[config.mk]
export PLATFORM = sky130hd
export DESIGN_NAME = tlc_phase_fsm
export DESIGN_NICKNAME = d
export VERILOG_FILES = /design/src/rtl/tlc_pkg.sv /design/src/rtl/tlc_phase_fsm.sv
export SDC_FILE = /design/constraint.sdc
export NUM_CORES = 1
export LEC_CHECK = 0
export CAP_MARGIN = 5
export CORE_MARGIN = 3
export CORE_UTILIZATION = 54
export DETAILED_ROUTE_END_ITERATION = 6
export PLACE_DENSITY = 0.86
export REMOVE_ABC_BUFFERS = 1
export SETUP_SLACK_MARGIN = 0.2
export SYNTH_ARGS = -nofsm -noshare
export SYNTH_HDL_FRONTEND = slang
export SYNTH_SLANG_ARGS = --single-unit
[constraint.sdc]
create_clock -name clk -period 2.9 [get_ports clk]
set_input_delay 0.29 -clock clk [delete_from_list [all_inputs] [get_ports clk]]
set_output_delay 0.29 -clock clk [all_outputs]
set_load 0.02 [all_outputs]
[src/rtl/tlc_pkg.sv]
// Shared state codes, lamp patterns and state-classification helpers for the
// traffic-light phase sequencer.
package tlc_pkg;

    typedef logic [3:0] tlc_state_t;

    localparam tlc_state_t ST_NS_GREEN  = 4'd0;
    localparam tlc_state_t ST_NS_YELLOW = 4'd1;
    localparam tlc_state_t ST_ALL_RED_1 = 4'd2;
    localparam tlc_state_t ST_EW_GREEN  = 4'd3;
    localparam tlc_state_t ST_EW_YELLOW = 4'd4;
    localparam tlc_state_t ST_ALL_RED_2 = 4'd5;
    localparam tlc_state_t ST_PED_WALK  = 4'd6;
    localparam tlc_state_t ST_FLASH_ON  = 4'd8;
    localparam tlc_state_t ST_FLASH_OFF = 4'd9;

    // Both flash states report this otherwise unused 3-bit code on the debug
    // phase port; the lamps tell FLASH_ON and FLASH_OFF apart.
    localparam logic [2:0] PHASE_FLASH = 3'b111;

    localparam logic [2:0] LAMP_RED = 3'b100;
    localparam logic [2:0] LAMP_YEL = 3'b010;
    localparam logic [2:0] LAMP_GRN = 3'b001;
    localparam logic [2:0] LAMP_OFF = 3'b000;

    function automatic logic st_is_flash(input tlc_state_t s);
        return (s == ST_FLASH_ON) || (s == ST_FLASH_OFF);
    endfunction

    function automatic logic st_is_legal(input tlc_state_t s);
        case (s)
            ST_NS_GREEN, ST_NS_YELLOW, ST_ALL_RED_1,
            ST_EW_GREEN, ST_EW_YELLOW, ST_ALL_RED_2,
            ST_PED_WALK, ST_FLASH_ON, ST_FLASH_OFF: return 1'b1;
            default:                                return 1'b0;
        endcase
    endfunction

endpackage

[src/rtl/tlc_phase_fsm.sv]
// Traffic-light phase sequencer: steps NS/EW green-yellow-all-red, optional
// pedestrian walk and maintenance flash, driving the external phase timer.
module tlc_phase_fsm
    import tlc_pkg::*;
#(
    parameter logic [3:0] GREEN_TIME  = 4'd8,
    parameter logic [3:0] YELLOW_TIME = 4'd3,
    parameter logic [3:0] RED_TIME    = 4'd2,
    parameter logic [3:0] PED_TIME    = 4'd6,
    parameter logic [3:0] FLASH_TIME  = 4'd1
) (
    input  logic       clk,
    input  logic       reset_n,
    input  logic       ped_req,
    input  logic       flash_mode,
    input  logic [3:0] timer_count,
    input  logic       timer_done,
    output logic       timer_reload,
    output logic [3:0] timer_load_value,
    output logic       timer_enable,
    output logic [2:0] ns_light,
    output logic [2:0] ew_light,
    output logic       ped_walk,
    output logic [2:0] phase
);

    tlc_state_t r_state;
    logic       r_reload;
    logic [3:0] r_load_value;
    logic       r_enable;
    logic [2:0] r_ns;
    logic [2:0] r_ew;
    logic       r_walk;
    logic [2:0] r_phase;
    logic       r_ped_latch;

    logic       w_expire;
    logic       w_illegal;
    logic       w_change;
    logic       w_enter_ped;
    tlc_state_t w_next;

    function automatic logic [3:0] f_duration(input tlc_state_t s);
        case (s)
            ST_NS_GREEN,  ST_EW_GREEN:  return GREEN_TIME;
            ST_NS_YELLOW, ST_EW_YELLOW: return YELLOW_TIME;
            ST_PED_WALK:                return PED_TIME;
            ST_FLASH_ON,  ST_FLASH_OFF: return FLASH_TIME;
            default:                    return RED_TIME;
        endcase
    endfunction

    // Flash request overrides every normal successor; leaving flash always
    // passes through the all-red clearance before traffic resumes.
    function automatic tlc_state_t f_next(input tlc_state_t s, input logic ped,
                                          input logic flash);
        if (st_is_flash(s))
            return flash ? ((s == ST_FLASH_ON) ? ST_FLASH_OFF : ST_FLASH_ON)
                         : ST_ALL_RED_2;
        if (flash)
            return ST_FLASH_ON;
        case (s)
            ST_NS_GREEN:  return ST_NS_YELLOW;
            ST_NS_YELLOW: return ST_ALL_RED_1;
            ST_ALL_RED_1: return ST_EW_GREEN;
            ST_EW_GREEN:  return ST_EW_YELLOW;
            ST_EW_YELLOW: return ST_ALL_RED_2;
            ST_ALL_RED_2: return ped ? ST_PED_WALK : ST_NS_GREEN;
            ST_PED_WALK:  return ST_NS_GREEN;
            default:      return ST_ALL_RED_2;
        endcase
    endfunction

    // Packed as {ns, ew}.
    function automatic logic [5:0] f_lamps(input tlc_state_t s);
        case (s)
            ST_NS_GREEN:  return {LAMP_GRN, LAMP_RED};
            ST_NS_YELLOW: return {LAMP_YEL, LAMP_RED};
            ST_EW_GREEN:  return {LAMP_RED, LAMP_GRN};
            ST_EW_YELLOW: return {LAMP_RED, LAMP_YEL};
            ST_FLASH_ON:  return {LAMP_YEL, LAMP_YEL};
            ST_FLASH_OFF: return {LAMP_OFF, LAMP_OFF};
            default:      return {LAMP_RED, LAMP_RED};
        endcase
    endfunction

    function automatic logic [2:0] f_phase(input tlc_state_t s);
        return st_is_flash(s) ? PHASE_FLASH : s[2:0];
    endfunction

    // timer_done still reflects the previous phase during the reload cycle.
    assign w_expire    = timer_done & ~r_reload;
    assign w_illegal   = ~st_is_legal(r_state);
    assign w_change    = w_expire | w_illegal;
    assign w_next      = w_illegal ? ST_ALL_RED_2
                                   : f_next(r_state, r_ped_latch, flash_mode);
    assign w_enter_ped = w_change & (w_next == ST_PED_WALK);

    always_ff @(posedge clk or negedge reset_n) begin
        if (!reset_n) begin
            r_state      <= ST_ALL_RED_2;
            r_reload     <= 1'b1;
            r_load_value <= RED_TIME;
            r_enable     <= 1'b1;
            r_ns         <= LAMP_RED;
            r_ew         <= LAMP_RED;
            r_walk       <= 1'b0;
            r_phase      <= f_phase(ST_ALL_RED_2);
            r_ped_latch  <= 1'b0;
        end else begin
            r_enable    <= 1'b1;
            r_reload    <= w_change;
            r_ped_latch <= w_enter_ped ? 1'b0 : (r_ped_latch | ped_req);
            if (w_change) begin
                r_state        <= w_next;
                r_load_value   <= f_duration(w_next);
                {r_ns, r_ew}   <= f_lamps(w_next);
                r_walk         <= (w_next == ST_PED_WALK);
                r_phase        <= f_phase(w_next);
            end
        end
    end

    assign timer_reload     = r_reload;
    assign timer_load_value = r_load_value;
    assign timer_enable     = r_enable;
    assign ns_light         = r_ns;
    assign ew_light         = r_ew;
    assign ped_walk         = r_walk;
    assign phase            = r_phase;

    // A settled done from the timer must coincide with a zero count.
    a_done_means_zero: assert property (
        @(posedge clk) disable iff (!reset_n)
        (timer_done && !r_reload) |-> (timer_count == 4'd0)
    );

endmodule

==> results of run 1 <==
metrics by stage:
stage	power, W	area, µm²	worst slack [ps]	hold slack (ps)
after floorplan	0.001059	1111	1132	-5.591
after global placement	0.001317	1343	918.9	449.7
after detailed placement	0.001347	1343	901.7	462.6
after CTS	0.001490	1369	1130	478.9
after global routing	0.001604	1369	1086	525.5
final	0.001486	1369	1140	466.4
cells in the final DEF, fill, tap and decap left out, types with 2 or more instances in the layout:
cell type	synthesis	final
sky130_fd_sc_hd__nand2b_1	8	8
sky130_fd_sc_hd__o21ai_0	8	8
sky130_fd_sc_hd__clkbuf_4	0	3
sky130_fd_sc_hd__nand2_1	19	19
sky130_fd_sc_hd__dfstp_2	8	8
sky130_fd_sc_hd__inv_1	2	2
sky130_fd_sc_hd__xor2_1	2	2
sky130_fd_sc_hd__o31ai_1	2	2
sky130_fd_sc_hd__a31oi_1	3	3
sky130_fd_sc_hd__dfrtp_1	12	12
sky130_fd_sc_hd__nor2_1	11	11
sky130_fd_sc_hd__nor2b_1	4	4
sky130_fd_sc_hd__clkdlybuf4s50_1	0	19
sky130_fd_sc_hd__o21ai_1	6	6
sky130_fd_sc_hd__nand3_1	3	3
sky130_fd_sc_hd__a21oi_1	4	4
sky130_fd_sc_hd__a21o_1	3	3
logic make-up (layout without fill, tap and decap cells):
| family | Yosys count | in the layout | synth area share |
|---|---|---|---|
| DFF | 20 | 20 | 0.4259 |
| and+or+nand+nor | 55 | 55 | 0.2370 |
| other | 1 | 1 | 0.003129 |
| xor gates and xnor gates | 2 | 2 | 0.01462 |
| AOI/OAI and AO/OA | 41 | 41 | 0.2349 |
| buffers and inverters | 15 | 27 | 0.08455 |
worst min-delay path by stage:
| stage | startpoint | to | slack (ps) | depth (start not counted) |
|---|---|---|---|---|
| finish | reset_n | timer_load_value[3]$_DFFE_PN0N_ | 470 | 1 |
| global route | reset_n | timer_load_value[3]$_DFFE_PN0N_ | 530 | 1 |
| CTS | ns_light[2]$_DFFE_PN1N_ | ns_light[2]$_DFFE_PN1N_ | 480 | 2 |
| detailed placement | ns_light[2]$_DFFE_PN1N_ | ns_light[2]$_DFFE_PN1N_ | 460 | 2 |
| global placement | ew_light[2]$_DFFE_PN1N_ | ew_light[2]$_DFFE_PN1N_ | 450 | 2 |
| floorplan | reset_n | ew_light[0]$_DFFE_PN0N_ | -6 | 0 |
sequential cells by signal, summed over array words and instances (netlist names):
register	flops
ped_walk	1
ns_light	3
timer_reload	1
r_ped_latch	1
r_state	4
timer_load_value	4
ew_light	3
phase	3
cell type report:
class	instances	area, µm²
Fill cell	162	653.1
Multi-Input combinational cell	99	586.8
Sequential cell	20	510.5
Timing Repair Buffer	20	197.7
Tap cell	27	33.78
Clock buffer	4	26.28
Inverter	3	13.76
power by group through the flow:
stage                     clock network (W)  logic (W)  registers, W
after global placement                    0   0.000746      0.000570
after CTS                          0.000144   0.000768      0.000578
after floorplan                           0   0.000415      0.000644
final                              0.000138   0.000767      0.000581
after global routing               0.000156   0.000845      0.000602
after detailed placement                  0   0.000766      0.000581
metal layers:
| metal | up-vias | track usage | wire (µm) |
|---|---|---|---|
| met5 | - | 0 | 0 |
| met4 | 0 | 0.08936 | 34 |
| met3 | 4 | 0.03662 | 159 |
| met2 | 39 | 0.3182 | 1128 |
| met1 | 486 | 0.2796 | 1102 |
| li1 | 496 | - | - |
==> qor.yml, run 1 <==
synthesis.area_um2: 1199
critical_path_required_ps: 2610
worst-r2r-cell-count: 4
gpl_wtd_cong: 0.8721
clock_tree_from_tritoncts: "done"
place_inst: 169
cts.htree.levels: 1
synth.cells.most_frequent: "sky130_fd_sc_hd__nand2_1, sky130_fd_sc_hd__dfrtp_1, sky130_fd_sc_hd__nor2_1"
grt_util_all_layers: 0.2058
wp_buf_inv: 1
p_per_area_nw_per_um2: 1086
floorplan.initialDensity: 0.5928
layout.nets: 156
max_freq_ghz: 0.5683
hold_class: "input port to async pin"
seq_power_share: 0.391
report.final.hold_viol_count: 0
clock_latency_on_the_worst_skew_pair_ps: 300
post-synth-top-count-cell: "sky130_fd_sc_hd__nand2_1"
drtIter0Drc: 35
grt_setup_unrepaired: "false"
timing.critical_path.slowest_cell_delay_ps: 600
reg2reg_setup_slack_ps: 1210
power.share.switching: 0.4368
setup_viol: 0
aggregate_global_routing_overflow: 0
synth_enable_flop_cells: 0
worst_pin_slew_ps: 870.3
timing.final.crit_period_ps: 1760
detail_route.vias_per_cell: 5.925
startpoint_type: "flip-flop"
setup.worst_path.class: "flip-flop to output port"
worstSetupPathDepth: 1
timing.final.max_slew_violations: 0
grt_pass1_vias: 953
combinationalPowerShare: 0.516
grt_first_pass_wirelength_um: 4298
syn-instance-count: 134
clk_sinks: 20
crit_path_end: "timer_reload"
share_clk_of_total_power: 0.093
total_switching_power_w: 0.0006492
synth-seq-area-share: 0.4259
cts_resized: 0
critPathArrivalTime_ps: 1470
syn-mean-instance-area_um2: 8.945
post-route-drc-count: 0
worst_setup_hold_path_clk_slew_ps: 110
yosys_most_used_dff: "sky130_fd_sc_hd__dfrtp_1"
final_antenna_net_count: 0
overall_die_height_um: 53.12
grt_max_degree: 21
cts_made_buffers: 3
cts_post_setup_buffers_inserted: 0
top_level_ports: 25
crit_family: "buffers and inverters"
critical_path.cell_chain: "clkdlybuf4s50_1"
place.detailed.hpwl_um: 1712
routedWlPerCell_um: 14.01
run_status: "finished, final reports clean"
area_growth_syn_to_layout_pct: 14.20
drt_wl_total_um: 2424
netlist.area_leader.share: 0.2505
design.core.area_um2: 2022
cts.hold.buffers_added: 0
cell_internal_pwr_w: 0.0008369
cts-root-to-sink-buffers: 2
postSynth.asyncResetShare: 1.000
drive_gt1_frac: 0.1233
num_rows: 16
fin_worst_skew_ps: 6.645
timing.rr.end: "ns_light[1]$_DFFE_PN0N_"
synthesis_stage_register_bit_count: 20
regToRegStartpoint: "timer_reload$_DFF_PN1_"
max_cap_violations: 0
antenna_cells_inserted: 0
layout.cells.non_filler: 173
cpMaxStageDelayCell: "sky130_fd_sc_hd__clkdlybuf4s50_1"
fin_util: 0.6770
root_buffer: "sky130_fd_sc_hd__clkbuf_4"
die_w_um: 53.12
setup.worst_path.end_class: "output port"
number_of_antenna_violations_at_the_first_check_in_global_routing: 0
via_count: 1025
timing.critical_path.fanout_max: 4
port_buffers: 19
die_footprint_um2: 2821
yosys_warnings: 0
leakage_nw: 0.5456
min_period_over_period: 0.6068
vdd.ir_drop.worst_mv: 0.6945
yosys.area.top_type: "sky130_fd_sc_hd__dfrtp_1"
count_of_unique_library_cells_instantiated_by_yosys: 45
post_synth_main_area_contributors: "sky130_fd_sc_hd__dfrtp_1, sky130_fd_sc_hd__dfstp_2, sky130_fd_sc_hd__nand2_1"
max_slew_margin: 0.4180
detailedRoute.firstPassIterationCount: 4
startpoint: "timer_reload$_DFF_PN1_"
setup_tns_ps: 0
Note: power is estimated with default switching activity, not from simulation.
==> inputs of run 2 (changes only) <==
--- a/config.mk
+++ b/config.mk
@@ -7,9 +7,9 @@
 export LEC_CHECK = 0
 export CAP_MARGIN = 5
 export CORE_MARGIN = 3
-export CORE_UTILIZATION = 54
+export CORE_UTILIZATION = 45
 export DETAILED_ROUTE_END_ITERATION = 6
-export PLACE_DENSITY = 0.86
+export PLACE_DENSITY = 0.77
 export REMOVE_ABC_BUFFERS = 1
 export SETUP_SLACK_MARGIN = 0.2
 export SYNTH_ARGS = -nofsm -noshare
==> constraint.sdc (replaced) <==
create_clock -name clk -period 1.5 [get_ports clk]
set_input_delay 0.15 -clock clk [delete_from_list [all_inputs] [get_ports clk]]
set_output_delay 0.15 -clock clk [all_outputs]
set_load 0.02 [all_outputs]
==> qor.yml, run 2 (synthesis results as in run 1) <==
clock_tree_from_tritoncts: "done"
wp_buf_inv: 2
top_level_ports: 25
overall_die_height_um: 57.61
final_antenna_net_count: 0
critPathArrivalTime_ps: 1730
total_power_w: 0.003964
timing.critical_path.slowest_cell_delay_ps: 660
gpl_wtd_cong: 0.8379
detailedRoute.firstPassIterationCount: 5
num_rows: 18
hold_class: "input port to async pin"
setup.worst_path.end_class: "flip-flop"
report.final.hold_viol_count: 0
cts.hold.buffers_added: 0
drive_gt1_frac: 0.4888
floorplan.initialDensity: 0.4795
failed_checks: "negative setup slack"
port_buffers: 19
drtIter0Drc: 103
clock_latency_on_the_worst_skew_pair_ps: 300
design.core.area_um2: 2500
timing.final.max_slew_violations: 0
routedWlPerCell_um: 18.73
clk_sinks: 20
cts-root-to-sink-buffers: 2
leakage_nw: 0.7963
combinationalPowerShare: 0.666
crit_family: "flip-flops"
cts_made_buffers: 3
cts.htree.levels: 1
power.share.switching: 0.4477
startpoint_type: "flip-flop"
die_footprint_um2: 3319
post-route-drc-count: 0
layout.nets: 188
setup_tns_ps: -56.24
timing.critical_path.fanout_max: 5
die_w_um: 57.61
final_common_cell: "sky130_fd_sc_hd__buf_4"
max_cap_violations: 0
max_freq_ghz: 0.6494
via_count: 1240
cpMaxStageDelayCell: "sky130_fd_sc_hd__dfstp_2"
worst_setup_hold_path_clk_slew_ps: 120
most_used_cells_in_the_layout_excluding_fill_and_tap_cells: "sky130_fd_sc_hd__buf_4, sky130_fd_sc_hd__nand2_1, sky130_fd_sc_hd__dfrtp_1, sky130_fd_sc_hd__buf_6"
area_growth_syn_to_layout_pct: 47.70
drt_wl_total_um: 3896
antenna_cells_inserted: 0
p_per_area_nw_per_um2: 2239
grt_first_pass_wirelength_um: 5202
share_clk_of_total_power: 0.081
cell_internal_pwr_w: 0.002189
seq_power_share: 0.253
grt_pass1_vias: 1138
setup.worst_path.class: "flip-flop to flip-flop"
setup_slack_ps: -39.92
timing.final.crit_period_ps: 1540
grt_setup_unrepaired: "true"
min_period_over_period: 1.027
detail_route.vias_per_cell: 5.962
run_status: "complete, but fails checks"
root_buffer: "sky130_fd_sc_hd__clkbuf_4"
fillers: 178
aggregate_global_routing_overflow: 0
fin_worst_skew_ps: 7.072
grt_max_degree: 21
total_switching_power_w: 0.001774
critical_path.cell_chain: "buf_6 -> or2_4 -> buf_4 -> nor2_1 -> a222oi_1"
place.detailed.hpwl_um: 1993
vdd.ir_drop.worst_mv: 1.436
critical_path_required_ps: 1690
grt_util_all_layers: 0.2041
setup_viol: 3
number_of_antenna_violations_at_the_first_check_in_global_routing: 0
[run 2: changes by cell type in the layout (fill, tap and decap cells not counted), moves of 4 or more]
| cell | previous run | this run |
|---|---|---|
| sky130_fd_sc_hd__buf_4 | 1 | 21 |
| sky130_fd_sc_hd__nand2_1 | 19 | 15 |
| sky130_fd_sc_hd__nand2b_1 | 8 | 3 |
| sky130_fd_sc_hd__o21ai_0 | 8 | 4 |
| sky130_fd_sc_hd__clkdlybuf4s50_1 | 19 | 4 |
| sky130_fd_sc_hd__buf_2 | 0 | 4 |
| sky130_fd_sc_hd__buf_6 | 0 | 10 |
| sky130_fd_sc_hd__dlygate4sd2_1 | 0 | 9 |
[run 2: final cells by class]
cell class	count	area [µm²]	area share
clock buffer	4	36.28	0.02049
inverter	3	18.77	0.01060
multi-input combinational	99	732.0	0.4134
sequential	20	513.0	0.2898
tap	30	37.54	0.02120
timing repair buffer	51	424.2	0.2396
timing repair inverter	1	8.758	0.004947
[run 2: final timing paths]
path / start / end / slack [ps] / depth (start not counted)
max reg2reg: r_state[2]$_DFFE_PN1N_ / r_state[0]$_DFFE_PN1N_ / -40 / 5
min: reset_n / timer_load_value[0]$_DFFE_PN0N_ / 160 / 2
max: r_state[2]$_DFFE_PN1N_ / r_state[0]$_DFFE_PN1N_ / -40 / 5
min reg2reg: ew_light[0]$_DFFE_PN0N_ / ew_light[0]$_DFFE_PN0N_ / 480 / 2
max in group asynchronous: reset_n / r_state[0]$_DFFE_PN1N_ / 1060 / 2
min in group clk: ew_light[0]$_DFFE_PN0N_ / ew_light[0]$_DFFE_PN0N_ / 480 / 2
[run 2: what timing repair did]
| action | 4_1_cts | 5_1_grt |
|---|---|---|
| setup endpoints to repair | 33 | 24 |
| cloned | 0 | 1 |
| pin swaps | 9 | 18 |
| setup buffers | 5 | 13 |
| resized for setup | 48 | 35 |
[run 2: through the flow]
step / cell area [µm²] / instances / setup WS (ps) / hold slack, ps / util
2_1_floorplan: 1111 / 122 / -267.7 / -145.6 / -
3_3_place_gp: 1444 / 185 / -21.10 / 450.2 / 0.5776
3_5_place_dp: 1444 / 185 / -27.60 / 454.7 / 0.5776
4_1_cts: 1603 / 194 / 80.34 / 177.0 / 0.6411
5_1_grt: 1770 / 208 / -29.73 / 170.0 / 0.7082
6_report: 1770 / 208 / -39.92 / 163.4 / 0.7082
[run 2: worst reg2reg max path, cell delays in order, from the launching register on]
cell	delay (ps)
sky130_fd_sc_hd__dfstp_2	660
sky130_fd_sc_hd__buf_6	160
sky130_fd_sc_hd__or2_4	140
sky130_fd_sc_hd__buf_4	110
sky130_fd_sc_hd__nor2_1	30
sky130_fd_sc_hd__a222oi_1	330
[run 2: metal layers]
metal | routed length (µm) | GRT usage
met5 | 0 | 0
met1 | 1557 | 0.2410
met3 | 287 | 0.04009
met2 | 1911 | 0.3548
met4 | 139 | 0.09603
[run 2: power by group through the flow]
stage,Combinational (W),Sequential [W],Clock (W)
2_1_floorplan,0.000802,0.00124,0
3_3_place_gp,0.00175,0.000980,0
3_5_place_dp,0.00178,0.00100,0
4_1_cts,0.00200,0.00100,0.000329
5_1_grt,0.00276,0.00102,0.000362
6_report,0.00264,0.00100,0.000321
==> inputs of run 3 (changes only) <==
--- a/config.mk
+++ b/config.mk
@@ -7,9 +7,9 @@
 export LEC_CHECK = 0
 export CAP_MARGIN = 5
 export CORE_MARGIN = 3
-export CORE_UTILIZATION = 45
+export CORE_UTILIZATION = 50
 export DETAILED_ROUTE_END_ITERATION = 6
-export PLACE_DENSITY = 0.77
+export PLACE_DENSITY = 0.8
 export REMOVE_ABC_BUFFERS = 1
 export SETUP_SLACK_MARGIN = 0.2
 export SYNTH_ARGS = -nofsm -noshare
==> constraint.sdc (replaced) <==
create_clock -name clk -period 1.7 [get_ports clk]
set_input_delay 0.17 -clock clk [delete_from_list [all_inputs] [get_ports clk]]
set_output_delay 0.17 -clock clk [all_outputs]
set_load 0.02 [all_outputs]
==> qor.yml, run 3 (synthesis results as in run 1) <==
timing.final.crit_period_ps: 1464
post_dp_cell_area_um2: 1411
power.share.switching: 0.4266
clock_tree_from_tritoncts: "done"
fin_worst_skew_ps: 9.433
grt_setup_unrepaired: "true"
final_common_cell: "sky130_fd_sc_hd__nand2_1"
max_cap_violations: 0
cell_internal_pwr_w: 0.001559
worst_setup_hold_path_clk_slew_ps: 120
num_rows: 17
gpl_wtd_cong: 0.9159
number_of_antenna_violations_at_the_first_check_in_global_routing: 0
area_growth_syn_to_layout_pct: 23.38
hold_class: "input port to async pin"
timing.critical_path.fanout_max: 9
die_footprint_um2: 3021
total_switching_power_w: 0.001160
detailedRoute.firstPassIterationCount: 4
critical_path.cell_chain: "nand3_1 -> and3_2 -> buf_4 -> o31ai_1"
combinationalPowerShare: 0.566
critical_path_required_ps: 1920
detail_route.vias_per_cell: 5.613
grt_util_all_layers: 0.2008
report.final.hold_viol_count: 0
max_freq_ghz: 0.6832
setup_viol: 0
leakage_nw: 0.6165
top_level_ports: 25
overall_die_height_um: 54.96
aggregate_global_routing_overflow: 0
vdd.ir_drop.worst_mv: 1.109
root_buffer: "sky130_fd_sc_hd__clkbuf_4"
drtIter0Drc: 24
final_antenna_net_count: 0
layout.cells.non_filler: 186
place_inst: 179
place.detailed.hpwl_um: 1907
timing.final.max_slew_violations: 0
port_buffers: 19
cts-root-to-sink-buffers: 2
floorplan.initialDensity: 0.5367
clk_sinks: 20
p_per_area_nw_per_um2: 1839
most_used_cells_in_the_layout_excluding_fill_and_tap_cells: "sky130_fd_sc_hd__nand2_1, sky130_fd_sc_hd__clkdlybuf4s50_1, sky130_fd_sc_hd__buf_4"
min_period_over_period: 0.8610
grt_max_degree: 21
layout.nets: 168
timing.critical_path.slowest_cell_delay_ps: 630
clock_latency_on_the_worst_skew_pair_ps: 310
design.core.area_um2: 2233
routedWlPerCell_um: 14.33
grt_first_pass_wirelength_um: 4422
grt_pass1_vias: 1028
die_w_um: 54.96
share_clk_of_total_power: 0.103
critPathArrivalTime_ps: 1680
startpoint_type: "flip-flop"
setup.worst_path.class: "flip-flop to flip-flop"
fillers: 195
drive_gt1_frac: 0.2278
via_count: 1044
wp_buf_inv: 1
post-route-drc-count: 0
cts_made_buffers: 3
fin_area_um2: 1479
antenna_cells_inserted: 0
run_status: "finished, final reports clean"
cpMaxStageDelayCell: "sky130_fd_sc_hd__dfstp_2"
cts.htree.levels: 1
crit_family: "flip-flops"
setup.worst_path.end_class: "flip-flop"
seq_power_share: 0.332
drt_wl_total_um: 2666
## run 3: repair_timing
item | 4_1_cts | 5_1_grt
pin swaps | 0 | 1
gates cloned | 0 | 0
hold buffers | 0 | 0
gates resized for setup | 6 | 5
buffers inserted | 3 | 0
setup endpoints to repair | 8 | 15
## run 3: area by class of cell
class | count | area (µm²) | area share
multi-input cells | 99 | 599.3 | 0.4052
repair buffers | 32 | 282.8 | 0.1912
inverters | 3 | 13.76 | 0.009306
well taps | 28 | 35.03 | 0.02369
clock buffers | 4 | 36.28 | 0.02453
flip-flops and latches | 20 | 511.7 | 0.3460
## run 3: power by group through the flow
stage	Combinational, W	Sequential [W]	Clock (W)
after floorplan	0.000708	0.00110	0
after global placement	0.00143	0.000921	0
after detailed placement	0.00147	0.000927	0
after CTS	0.00151	0.000890	0.000287
after global routing	0.00170	0.000926	0.000304
final	0.00154	0.000902	0.000280
## run 3: worst paths after layout
| path | start | endpoint | slack [ps] | cells past startpoint |
|---|---|---|---|---|
| max | r_state[0]$_DFFE_PN1N_ | ns_light[2]$_DFFE_PN1N_ | 240 | 4 |
| min | reset_n | ns_light[0]$_DFFE_PN0N_ | 180 | 2 |
| max reg2reg | r_state[0]$_DFFE_PN1N_ | ns_light[2]$_DFFE_PN1N_ | 240 | 4 |
| min reg2reg | ew_light[2]$_DFFE_PN1N_ | ew_light[2]$_DFFE_PN1N_ | 470 | 2 |
| max in group asynchronous | reset_n | ns_light[2]$_DFFE_PN1N_ | 1240 | 2 |
| min in group clk | ped_req | r_ped_latch$_DFF_PN0_ | 430 | 3 |
## run 3: per-layer routing
layer  up-vias  wire, µm  global-route usage
met3         3       146             0.02681
met1       496      1203              0.2726
met2        32      1291              0.3268
li1        513         -                   -
met5         -         0                   0
met4         0        23             0.07287
## run 3: stage by stage
stage	util	TNS [ps]	hold slack [ps]	setup WS [ps]	total power [W]
after floorplan	-	-67.70	-125.6	-67.70	0.001806
after global placement	0.6319	0	450.9	113.4	0.002353
after detailed placement	0.6319	0	456.2	105.4	0.002399
after CTS	0.6560	0	195.2	203.0	0.002691
after global routing	0.6622	0	202.3	164.2	0.002931
final	0.6622	0	180.4	236.3	0.002719
## run 3: worst register-to-register path: stages, from the launching register on
cell and delay (ps):
sky130_fd_sc_hd__dfstp_2 630, sky130_fd_sc_hd__nand3_1 100, sky130_fd_sc_hd__and3_2 260, sky130_fd_sc_hd__buf_4 170
sky130_fd_sc_hd__o31ai_1 230
